## src/rtl/counter8_seq_if.sv

```systemverilog
// Host and counter-pin bundle for the LS163 timer sequencer.
// The slave side is the sequencer; the master side is the host plus counter pair.
interface counter8_seq_if #(
  parameter int unsigned WIDTH = 8
);
  logic             START;
  logic             MODE;
  logic [WIDTH-1:0] LEN;
  logic             STOP;
  logic             HOLD;
  logic [WIDTH-1:0] Q;
  logic             nCLR;
  logic             nLOAD;
  logic [WIDTH-1:0] Din;
  logic             ENP;
  logic             ENT;
  logic             BUSY;
  logic             TICK;
  logic             DONE;

  modport master (
    output START, MODE, LEN, STOP, HOLD, Q,
    input  nCLR, nLOAD, Din, ENP, ENT, BUSY, TICK, DONE
  );

  modport slave (
    input  START, MODE, LEN, STOP, HOLD, Q,
    output nCLR, nLOAD, Din, ENP, ENT, BUSY, TICK, DONE
  );
endinterface

```

## src/rtl/counter8_seq.sv

```systemverilog
// Sequencer for a loadable counter built from cascaded LS163 slices, forming a
// one-shot or periodic timer with start/stop/hold control.
module counter8_seq #(
  parameter int unsigned WIDTH = 8
) (
  input logic            CLK,
  input logic            RST,
  counter8_seq_if.slave  bus
);

  typedef enum logic [1:0] {StClr, StIdle, StLoad, StRun} state_e;

  state_e           state_q;
  logic [WIDTH-1:0] din_q;
  logic             mode_q;
  logic             done_q;

  logic q_full;
  logic term;
  logic n_clr, n_load, enp, ent, busy, tick;

  // Terminal count is decoded from Q directly; the slices' RCO is not used.
  assign q_full = (bus.Q == {WIDTH{1'b1}});
  assign term   = (state_q == StRun) & q_full & ~bus.HOLD & ~bus.STOP;

  always_ff @(posedge CLK) begin
    if (RST) begin
      state_q <= StClr;
      din_q   <= '0;
      mode_q  <= 1'b0;
      done_q  <= 1'b0;
    end else begin
      done_q <= term & ~mode_q;
      unique case (state_q)
        StClr:  state_q <= StIdle;
        StIdle: begin
          if (bus.START) begin
            mode_q  <= bus.MODE;
            // Counting up from -LEN reaches all-ones after LEN-1 increments.
            din_q   <= (~bus.LEN) + WIDTH'(1);
            state_q <= StLoad;
          end
        end
        StLoad: state_q <= StRun;
        StRun: begin
          if (bus.STOP || (term && !mode_q)) begin
            state_q <= StIdle;
          end
        end
        default: state_q <= StClr;
      endcase
    end
  end

  always_comb begin
    n_clr  = 1'b1;
    n_load = 1'b1;
    enp    = 1'b0;
    ent    = 1'b0;
    busy   = 1'b0;
    tick   = 1'b0;
    unique case (state_q)
      StClr:  n_clr = 1'b0;
      StIdle: ;
      StLoad: begin
        n_load = 1'b0;
        busy   = 1'b1;
      end
      StRun: begin
        busy   = 1'b1;
        ent    = ~bus.STOP;
        // A finished one-shot parks the counter at all-ones.
        enp    = ~bus.HOLD & ~bus.STOP & ~(term & ~mode_q);
        tick   = term;
        n_load = ~(term & mode_q);
      end
      default: ;
    endcase
  end

  assign bus.nCLR  = n_clr;
  assign bus.nLOAD = n_load;
  assign bus.Din   = din_q;
  assign bus.ENP   = enp;
  assign bus.ENT   = ent;
  assign bus.BUSY  = busy;
  assign bus.TICK  = tick;
  assign bus.DONE  = done_q;

endmodule
```

## src/flat_wrapper.sv

```systemverilog
// flat-port wrapper written by rule: the top's interface ports become plain ports
module counter8_seq_flat 
#(
  parameter int unsigned WIDTH = 8
)
  (CLK, RST, bus_START, bus_MODE, bus_LEN, bus_STOP, bus_HOLD, bus_Q, bus_nCLR, bus_nLOAD, bus_Din, bus_ENP, bus_ENT, bus_BUSY, bus_TICK, bus_DONE);
  counter8_seq_if #(.WIDTH(WIDTH)) bus_i ();
  input logic CLK;
  input logic RST;
  input wire logic [$bits(bus_i.START)-1:0] bus_START;
  input wire logic [$bits(bus_i.MODE)-1:0] bus_MODE;
  input wire logic [$bits(bus_i.LEN)-1:0] bus_LEN;
  input wire logic [$bits(bus_i.STOP)-1:0] bus_STOP;
  input wire logic [$bits(bus_i.HOLD)-1:0] bus_HOLD;
  input wire logic [$bits(bus_i.Q)-1:0] bus_Q;
  output wire logic [$bits(bus_i.nCLR)-1:0] bus_nCLR;
  output wire logic [$bits(bus_i.nLOAD)-1:0] bus_nLOAD;
  output wire logic [$bits(bus_i.Din)-1:0] bus_Din;
  output wire logic [$bits(bus_i.ENP)-1:0] bus_ENP;
  output wire logic [$bits(bus_i.ENT)-1:0] bus_ENT;
  output wire logic [$bits(bus_i.BUSY)-1:0] bus_BUSY;
  output wire logic [$bits(bus_i.TICK)-1:0] bus_TICK;
  output wire logic [$bits(bus_i.DONE)-1:0] bus_DONE;
  assign bus_i.START = bus_START;
  assign bus_i.MODE = bus_MODE;
  assign bus_i.LEN = bus_LEN;
  assign bus_i.STOP = bus_STOP;
  assign bus_i.HOLD = bus_HOLD;
  assign bus_i.Q = bus_Q;
  assign bus_nCLR = bus_i.nCLR;
  assign bus_nLOAD = bus_i.nLOAD;
  assign bus_Din = bus_i.Din;
  assign bus_ENP = bus_i.ENP;
  assign bus_ENT = bus_i.ENT;
  assign bus_BUSY = bus_i.BUSY;
  assign bus_TICK = bus_i.TICK;
  assign bus_DONE = bus_i.DONE;
  counter8_seq #(.WIDTH(WIDTH)) u_core (.CLK(CLK), .RST(RST), .bus(bus_i));
endmodule
```

## config.mk

```make
export PLATFORM = sky130hd
export DESIGN_NAME = counter8_seq_flat
export DESIGN_NICKNAME = d
export VERILOG_FILES = /design/src/rtl/counter8_seq_if.sv /design/src/rtl/counter8_seq.sv /design/src/flat_wrapper.sv
export SDC_FILE = /design/constraint.sdc
export NUM_CORES = 1
export LEC_CHECK = 0
export ABC_CLOCK_PERIOD_IN_PS = 1400
export BUFFER_PORTS_ARGS = -buffer_cell sky130_fd_sc_hd__buf_2
export CAP_MARGIN = 40
export CORE_UTILIZATION = 39
export CTS_CLUSTER_SIZE = 12
export DETAILED_ROUTE_END_ITERATION = 8
export PLACE_DENSITY_LB_ADDON = 0.1
export SLEW_MARGIN = 15
export SYNTH_ARGS = -nofsm -noshare
export SYNTH_HDL_FRONTEND = slang
export SYNTH_SLANG_ARGS = --single-unit
```

## constraint.sdc

```tcl
create_clock -name CLK -period 1.4 [get_ports CLK]
set_clock_uncertainty 0.1 [all_clocks]
set_input_delay 0.28 -clock CLK [delete_from_list [all_inputs] [get_ports CLK]]
set_output_delay 0.28 -clock CLK [all_outputs]
set_load 0.03 [all_outputs]
```

==> flow_metrics.tcl, run 1 <==
set metrics [dict create \
    status "finished with violations" \
    violations "design-rule violations, negative setup slack" \
    vias 767 \
    synth_most_common_cell "nand2_1" \
    syn_nets 115 \
    drv_slew 0 \
    pin_count 37 \
    synth.area.top_cells "dfxtp_1 (34%), ha_1 (9.0%), nand2_1 (8.6%)" \
    place.gp.congestion 0.774 \
    root_buffer "clkbuf_4" \
    slowest_delay_ns 0.38 \
    wl_per_cell_um 11.4 \
    p_per_area_nw_per_um2 1240 \
    relSlewSlack 0.814 \
    drt_iter0_markers 7 \
    dp_slack_ns -0.213 \
    critPathLaunchType "flop" \
    grt_pass1_vias 767 \
    drc 1 \
    cp_max_fo 4 \
    max-cap-violations 0 \
    dieArea_um2 1960 \
    placement.io_buffers 36 \
    ir_worst_vdd_uv 826 \
    overflow 0 \
    critPathBufInv 1 \
    antenna_found_initial 0 \
    synth_seq_area_share 0.345 \
    ys_types 29 \
    synthCells 88 \
    final.min_clock_period_ns 1.69 \
    hold_path_class "primary input to flop" \
    avgSynthCellArea_um2 7.92 \
    ys_ff_latch 12 \
    drive_gt1_frac 0.535 \
    synthFlopType "dfxtp_1" \
    yosysTopAreaCellShare 0.345 \
    total_leakage_power_nw 0.556 \
    yosys_warnings 0 \
    netlist_top_cells_count "nand2_1 (16), dfxtp_1 (12), a21oi_1 (9), inv_1 (9), ha_1 (5)" \
    core_area_um2 1590 \
    rsz0062_at_grt "yes" \
    fmax_ghz 0.592 \
    synthArstFlopShare 0 \
    clk_pin_slew_ns 0.08 \
    critPathTopFamily "flip-flops" \
    place_inst 158 \
    area_growth_pct 72.4 \
    fin_cells 166 \
    first_pass_iters 8 \
    die-width_um 44.3 \
    required_ns 1.02 \
    path_cells "ha_4 -> nand2b_4 -> nor3_4 -> a21oi_4 -> buf_6" \
    grt_usage 0.234 \
    cts_buffers 3 \
    yosys.area.top_type "dfxtp_1" \
    critPathCaptureType "primary output" \
    arrival_ns 1.31 \
    fillers 127 \
    seqCellArea_um2 248 \
    clock-sinks 12 \
    setup_slack_ns -0.290 \
    finalHoldViolCount 0 \
    avgViaCountPerCell 4.62 \
    worstMarginPinSlew_ns 0.277 \
    start_util 0.437 \
    grt_first_pass_wirelength_um 3280 \
    finalSetupViolations 9 \
    n_antenna_cell 0 \
    netlist_area_um2 697 \
    ant_nets 0 \
    holdBufCountCts 0 \
    cts_tree "built" \
    h-tree-depth 1 \
    place_hpwl_um 1430 \
    row_count 14 \
    worstSetupPathType "flop to primary output" \
    final_nets 170 \
    synth-edff-count 0 \
    finalWirelength_um 1900 \
    die_h_um 44.3 \
    clock_latency_ns 0.28 \
    fin_crit_sh 1.21 \
    cpMaxStageDelayCell "dfxtp_4" \
    grt_max_degree 13 \
    cts_buffer_depth 2 \
    multi_input_area_um2 490 \
]
sequential cells by signal, indices dropped and copies added, names as in the netlist:
name             flops
u_core.bus.Din       8
u_core.mode_q        1
u_core.bus.DONE      1
u_core.state_q       2
worst paths after layout:
check / startpoint / endpoint / slack [ns] / cells after the start
min reg2reg: u_core.bus.Din[2] / u_core.bus.Din[2] / 0.35 / 2
max reg2reg: u_core.state_q[1] / u_core.state_q[1] / -0.18 / 8
min: bus_MODE / u_core.mode_q / 0.16 / 3
max: u_core.state_q[1] / bus_nLOAD / -0.29 / 5
stage by stage:
stage	utilization	area (um^2)	setup TNS, ns	hold WS, ns	total power [mW]
finish	0.754	1200	-1.73	0.156	1.49
global route	0.754	1200	-2.27	0.143	1.58
CTS	0.743	1180	-1.77	0.150	1.47
detailed placement	0.664	1060	-1.19	0.344	1.06
global placement	0.664	1060	-0.984	0.335	1.05
floorplan	-	763	-0.372	0.316	0.851
worst register-to-register path: stages, from the launching register on:
cell and delay (ns):
dfxtp_4 0.37, ha_4 0.17, nand2b_4 0.10, buf_6 0.11
clkinvlp_4 0.08, buf_6 0.11, o41a_1 0.13, a21oi_2 0.14
mux2i_1 0.19
what timing repair did:
action                     CTS  global route
gates resized for setup     22             4
setup buffers                3             2
setup endpoints to repair    6            10
pin swaps                    1             1
routing by layer:
layer	GRT usage	part of all wire	routed length, um
met3	0.0612	0.041	78
met5	0	0	0
met1	0.268	0.42	800
met2	0.409	0.51	978
met4	0.0970	0.022	42
cell usage in the layout, fill, tap and decap left out, types with 2 or more instances in the layout:
cell type / count
nand2_1: 16
buf_4: 14
clkbuf_4: 3
nand4_1: 3
dfxtp_4: 2
xnor2_1: 3
a21oi_1: 7
nand3_1: 3
or2_4: 2
buf_6: 9
o31ai_1: 2
ha_4: 2
nor3_1: 3
dfxtp_1: 10
buf_2: 30
nor3_4: 2
inv_1: 6
ha_1: 2
logic make-up (layout without fill, tap and decap cells):
kind of cell | Yosys count | count (layout) | share of synthesized area
and+or+nand+nor | 40 | 40 | 0.314
AOI/OAI and AO/OA | 14 | 14 | 0.120
DFF | 12 | 12 | 0.345
buffers and inverters | 12 | 66 | 0.0664
adders and majority gates | 5 | 5 | 0.0898
xor gates and xnor gates | 4 | 4 | 0.0503
muxes | 1 | 1 | 0.0144
final cells by class:
class,count,area share
clock buffers,4,0.0302
inverters,9,0.0333
multi-input cells,64,0.408
flip-flops and latches,12,0.206
well taps,24,0.0250
repair buffers,53,0.297
power breakdown:
group / total (mW) / switching (mW) / internal [mW]
sequential: 0.462 / 0.0514 / 0.411
clock: 0.281 / 0.123 / 0.158
combinational: 0.751 / 0.399 / 0.352
(Power assumes the default switching activity.)
==> run 2: changes to the inputs <==
--- a/config.mk
+++ b/config.mk
@@ -8,6 +8,7 @@
 export ABC_CLOCK_PERIOD_IN_PS = 1400
 export BUFFER_PORTS_ARGS = -buffer_cell sky130_fd_sc_hd__buf_2
 export CAP_MARGIN = 40
+export CORE_MARGIN = 1.5
 export CORE_UTILIZATION = 39
 export CTS_CLUSTER_SIZE = 12
 export DETAILED_ROUTE_END_ITERATION = 8
==> flow_metrics.tcl, run 2 (synthesized netlist as in run 1, its figures left out) <==
set metrics [dict create \
    status "finished with violations" \
    violations "negative setup slack" \
    vias 788 \
    place_hpwl_um 1370 \
    grt_first_pass_wirelength_um 2850 \
    p_per_area_nw_per_um2 1190 \
    wl_per_cell_um 10.7 \
    finalHoldViolCount 0 \
    root_buffer "clkbuf_4" \
    cts_buffer_depth 2 \
    cts_tree "built" \
    die-width_um 45.3 \
    total_leakage_power_nw 0.549 \
    cts_buffers 3 \
    drt_iter0_markers 1 \
    start_util 0.408 \
    rsz0062_at_grt "yes" \
    path_cells "ha_4 -> nand2b_4 -> nor3_4 -> a21oi_4 -> buf_6" \
    max-cap-violations 0 \
    fin_crit_sh 1.23 \
    cp_max_fo 4 \
    drc 0 \
    n_antenna_cell 0 \
    drive_gt1_frac 0.546 \
    setup_slack_ns -0.317 \
    core_area_um2 1710 \
    h-tree-depth 1 \
    critPathCaptureType "primary output" \
    overflow 0 \
    regToRegEndpoint "u_core.bus.Din[7]" \
    postPlaceCellArea_um2 1070 \
    hold_path_class "primary input to flop" \
    ant_nets 0 \
    placement.io_buffers 36 \
    grt_max_degree 11 \
    clk_pin_slew_ns 0.07 \
    holdBufCountCts 0 \
    final_area_um2 1190 \
    final_nets 170 \
    first_pass_iters 4 \
    place.gp.congestion 0.744 \
    whs_endpoint "u_core.mode_q" \
    die_h_um 45.3 \
    arrival_ns 1.34 \
    pin_count 37 \
    mostFrequentLayoutCell "buf_2" \
    clock_latency_ns 0.27 \
    cpMaxStageDelayCell "dfxtp_4" \
    hold_depth 3 \
    dieArea_um2 2050 \
    final.min_clock_period_ns 1.72 \
    row_count 15 \
    rrSetupSlack_ns -0.09 \
    grt_pass1_vias 734 \
    critPathLaunchType "flop" \
    slowest_delay_ns 0.38 \
    finalSetupViolations 9 \
    worstMarginPinSlew_ns 0.265 \
    avgViaCountPerCell 4.75 \
    relSlewSlack 0.823 \
    largest_reg_flops 8 \
    hold_start "bus_MODE" \
    clock-sinks 12 \
    grt_usage 0.195 \
    finalWirelength_um 1780 \
    required_ns 1.02 \
    worstRegToRegCells 5 \
    timing.rr.start "u_core.state_q[1]" \
    antenna_found_initial 0 \
    area_growth_pct 70.7 \
    timing.hold.ws_ns 0.144 \
    ir_worst_vdd_uv 772 \
    final_cell_mix "buf_2 (30), nand2_1 (16), buf_4 (15)" \
    worstSetupPathType "flop to primary output" \
    drv_slew 0 \
    fillers 157 \
    fmax_ghz 0.582 \
]
-- run 2: cell types whose count changed in the layout (fill, tap and decap cells not counted), sizes merged --
cell,previous run,this run
clkbuf,4,3
-- run 2: metal layers --
| layer | track usage | vias to the layer above | wire length [um] |
|---|---|---|---|
| li1 | - | 409 | - |
| met1 | 0.200 | 349 | 708 |
| met2 | 0.363 | 25 | 943 |
| met3 | 0.0400 | 5 | 87 |
| met4 | 0.106 | 0 | 41 |
| met5 | 0 | - | 0 |
-- run 2: metrics by stage --
step,utilization,TNS [ns],std cells,setup WS [ns],total power [mW]
floorplan,-,-0.372,88,-0.208,0.851
global placement,0.625,-0.955,160,-0.192,1.05
detailed placement,0.625,-1.23,160,-0.218,1.07
CTS,0.691,-1.52,166,-0.279,1.40
global route,0.697,-2.13,166,-0.370,1.51
finish,0.697,-1.57,166,-0.317,1.41
-- run 2: how the worst max path moves through the flow --
stage,from,end,slack (ns),depth (start not counted)
final,u_core.state_q[1],bus_nLOAD,-0.32,5
after CTS,u_core.state_q[1],bus_nLOAD,-0.28,5
after global routing,u_core.state_q[1],bus_nLOAD,-0.37,5
after detailed placement,bus_Q[6],bus_nLOAD,-0.22,6
after floorplan,bus_Q[6],bus_nLOAD,-0.21,4
after global placement,bus_Q[6],bus_nLOAD,-0.19,6
-- run 2: repair_timing --
action / 4_1_cts / 5_1_grt
pin swaps: 1 / 1
setup endpoints to repair: 8 / 17
resized for setup: 22 / 4
setup buffers: 3 / 0
-- run 2: area by class of cell --
cell class,instances,area [um^2],share of cell area
inverter,9,37.5,0.0315
multi-input combinational,64,498,0.419
tap,25,31.3,0.0263
clock buffer,3,22.5,0.0189
sequential,12,248,0.208
timing repair buffer,53,353,0.297
-- run 2: critical path: cells and delay by family (launching register included) --
kind,cells,cell delay [ns]
flops,1,0.38
compound gates,1,0.09
simple gates,2,0.29
buf+inv,1,0.14
fa+ha+maj,1,0.16
-- run 2: power breakdown --
part           internal (mW)  total (mW)  switching (mW)  leakage, nW
Clock                 0.0997       0.211           0.112       0.0138
Combinational          0.344       0.739           0.395        0.437
Sequential             0.411       0.461          0.0499       0.0991
==> run 3: changes to the inputs <==
--- a/config.mk
+++ b/config.mk
@@ -5,6 +5,7 @@
 export SDC_FILE = /design/constraint.sdc
 export NUM_CORES = 1
 export LEC_CHECK = 0
+export ABC_AREA = 1
 export ABC_CLOCK_PERIOD_IN_PS = 1400
 export BUFFER_PORTS_ARGS = -buffer_cell sky130_fd_sc_hd__buf_2
 export CAP_MARGIN = 40
==> flow_metrics.tcl, run 3 <==
set metrics [dict create \
    yosys.area.top_type "dfxtp_1" \
    cp_max_fo 3 \
    root_buffer "clkbuf_4" \
    ant_nets 0 \
    critPathLaunchType "flop" \
    cts_buffer_depth 2 \
    yosys_warnings 0 \
    grt_first_pass_wirelength_um 2830 \
    place.gp.congestion 0.747 \
    dieArea_um2 2120 \
    status "finished with violations" \
    relSlewSlack 0.815 \
    antenna_found_initial 0 \
    final_cell_mix "buf_2 (30), nor2_1 (14), buf_4 (14)" \
    mostFrequentLayoutCell "buf_2" \
    setup_slack_ns -0.433 \
    hold_path_class "primary input to flop" \
    core_area_um2 1730 \
    row_count 15 \
    final.min_clock_period_ns 1.83 \
    area_growth_pct 78.3 \
    seq_power_share 0.315 \
    postPlaceCellArea_um2 1060 \
    clock-sinks 12 \
    netlist_top_cells_count "inv_1 (17), nor2_1 (17), dfxtp_1 (12)" \
    fmax_ghz 0.546 \
    pin_count 37 \
    fillers 145 \
    drc 0 \
    die_h_um 46.0 \
    fin_crit_sh 1.31 \
    total_leakage_power_nw 0.684 \
    final_nets 188 \
    largest_reg_flops 8 \
    finalWirelength_um 2160 \
    ir_worst_vdd_uv 705 \
    critPathBufInv 2 \
    vias 844 \
    p_per_area_nw_per_um2 1040 \
    timing.hold.ws_ns 0.161 \
    synth-edff-count 0 \
    power.switching_mw 0.501 \
    path_cells "ha_4 -> nand2_4 -> nor2_4 -> buf_4 -> nand4_4 -> nand2_4 -> nor2_4 -> buf_6" \
    placement.io_buffers 36 \
    drv_slew 0 \
    grt_usage 0.188 \
    clkPwrFrac 0.201 \
    required_ns 1.02 \
    finalHoldViolCount 0 \
    synth_seq_area_share 0.333 \
    syn_nets 130 \
    critPathTopFamily "simple AND/OR/NAND/NOR gates" \
    h-tree-depth 1 \
    violations "negative setup slack" \
    worstMarginPinSlew_ns 0.277 \
    max-cap-violations 0 \
    setup_tns_ns -2.48 \
    arrival_ns 1.45 \
    rsz0062_at_grt "yes" \
    finalSetupViolations 9 \
    avgViaCountPerCell 4.56 \
    synthFlopType "dfxtp_1" \
    avgSynthCellArea_um2 7.01 \
    grt_max_degree 10 \
    synthArstFlopShare 0 \
    final_area_um2 1290 \
    slowest_delay_ns 0.37 \
    drt_iter0_markers 14 \
    internal_power_mw 0.841 \
    synth.area.top_cells "dfxtp_1 (33%), inv_1 (8.8%), nor2_1 (8.8%)" \
    cts_buffers 3 \
    die-width_um 46.0 \
    ys_types 22 \
    place_hpwl_um 1340 \
    worstSetupPathType "flop to primary output" \
    cpMaxStageDelayCell "dfxtp_4" \
    grt_pass1_vias 757 \
    critPathCaptureType "primary output" \
    netlist_area_um2 722 \
    power.total_mw 1.34 \
    overflow 0 \
    ys_ff_latch 12 \
    pwr-share-comb 0.484 \
    swShare 0.373 \
    synthCells 103 \
    n_antenna_cell 0 \
    cts_tree "built" \
    start_util 0.418 \
    yosysTopAreaCellShare 0.333 \
    clk_pin_slew_ns 0.07 \
    drive_gt1_frac 0.575 \
    wl_per_cell_um 11.7 \
    clock_latency_ns 0.27 \
    first_pass_iters 4 \
]
==> run 3: changes by cell type in the layout (fill, tap and decap cells not counted), moves of 4 or more <==
| cell | previous run | this run |
|---|---|---|
| inv_1 | 6 | 13 |
| xor2_1 | 1 | 5 |
| o21ai_0 | 0 | 5 |
| a21oi_1 | 7 | 3 |
| nand2_2 | 0 | 4 |
| nand2_1 | 16 | 6 |
| nor2_1 | 1 | 14 |
| nand2_4 | 0 | 4 |
==> run 3: per-layer routing <==
layer,vias to the layer above,global-route usage,share of wire
met1,378,0.177,0.36
met4,0,0.0857,0.011
met5,-,0,0
met2,30,0.381,0.58
met3,2,0.0278,0.042
li1,434,-,-
==> run 3: path summary, 6_finish.rpt <==
check,from,to,slack [ns],cells past startpoint
worst max-delay path,u_core.state_q[0],bus_ENP,-0.43,8
worst min-delay path,bus_LEN[0],u_core.bus.Din[0],0.16,3
worst max register to register,u_core.state_q[0],u_core.bus.DONE,-0.38,11
worst min register to register,u_core.bus.Din[1],u_core.bus.Din[1],0.38,2
==> run 3: cells by family (layout without fill, tap and decap cells) <==
logic type | count (synthesis) | in the layout | share of synthesized area
AO/OA/AOI/OAI | 15 | 15 | 0.107
XOR/XNOR | 5 | 5 | 0.0607
adder cells (fa/ha/maj) | 5 | 5 | 0.0867
buffers and inverters | 22 | 79 | 0.121
flip-flops | 12 | 12 | 0.333
AND/OR/NAND/NOR | 44 | 44 | 0.291
==> run 3: cell type report <==
class	count	area (um^2)	area share
Clock buffer	4	36.3	0.0282
Inverter	20	81.3	0.0632
Multi-Input combinational cell	69	514	0.399
Sequential cell	12	245	0.190
Tap cell	25	31.3	0.0243
Timing Repair Buffer	55	379	0.294
==> run 3: tightest hold or removal path: cells and delay by family <==
family | cells | cell delay [ns]
buf+inv | 2 | 0.15
compound gates | 1 | 0.05
==> run 3: repair_timing <==
action / 4_1_cts / 5_1_grt
hold buffers: 0 / 0
setup endpoints to repair: 13 / 16
buffers inserted: 6 / 2
gates cloned: 0 / 0
resized for setup: 25 / 15
pin swaps: 7 / 3
==> run 3: power by group through the flow <==
stage | registers [mW] | logic [mW] | clock network [mW]
after global routing | 0.427 | 0.699 | 0.291
after floorplan | 0.484 | 0.257 | 0
after global placement | 0.422 | 0.484 | 0
after CTS | 0.418 | 0.583 | 0.280
after detailed placement | 0.425 | 0.489 | 0
final | 0.422 | 0.650 | 0.270
==> run 3: per-stage QoR <==
stage / instances / util / setup slack (ns)
3_3_place_gp: 173 / 0.613 / -0.0995
5_1_grt: 185 / 0.746 / -0.488
2_1_floorplan: 103 / - / -0.0113
6_report: 185 / 0.746 / -0.433
4_1_cts: 183 / 0.706 / -0.374
3_5_place_dp: 173 / 0.613 / -0.138
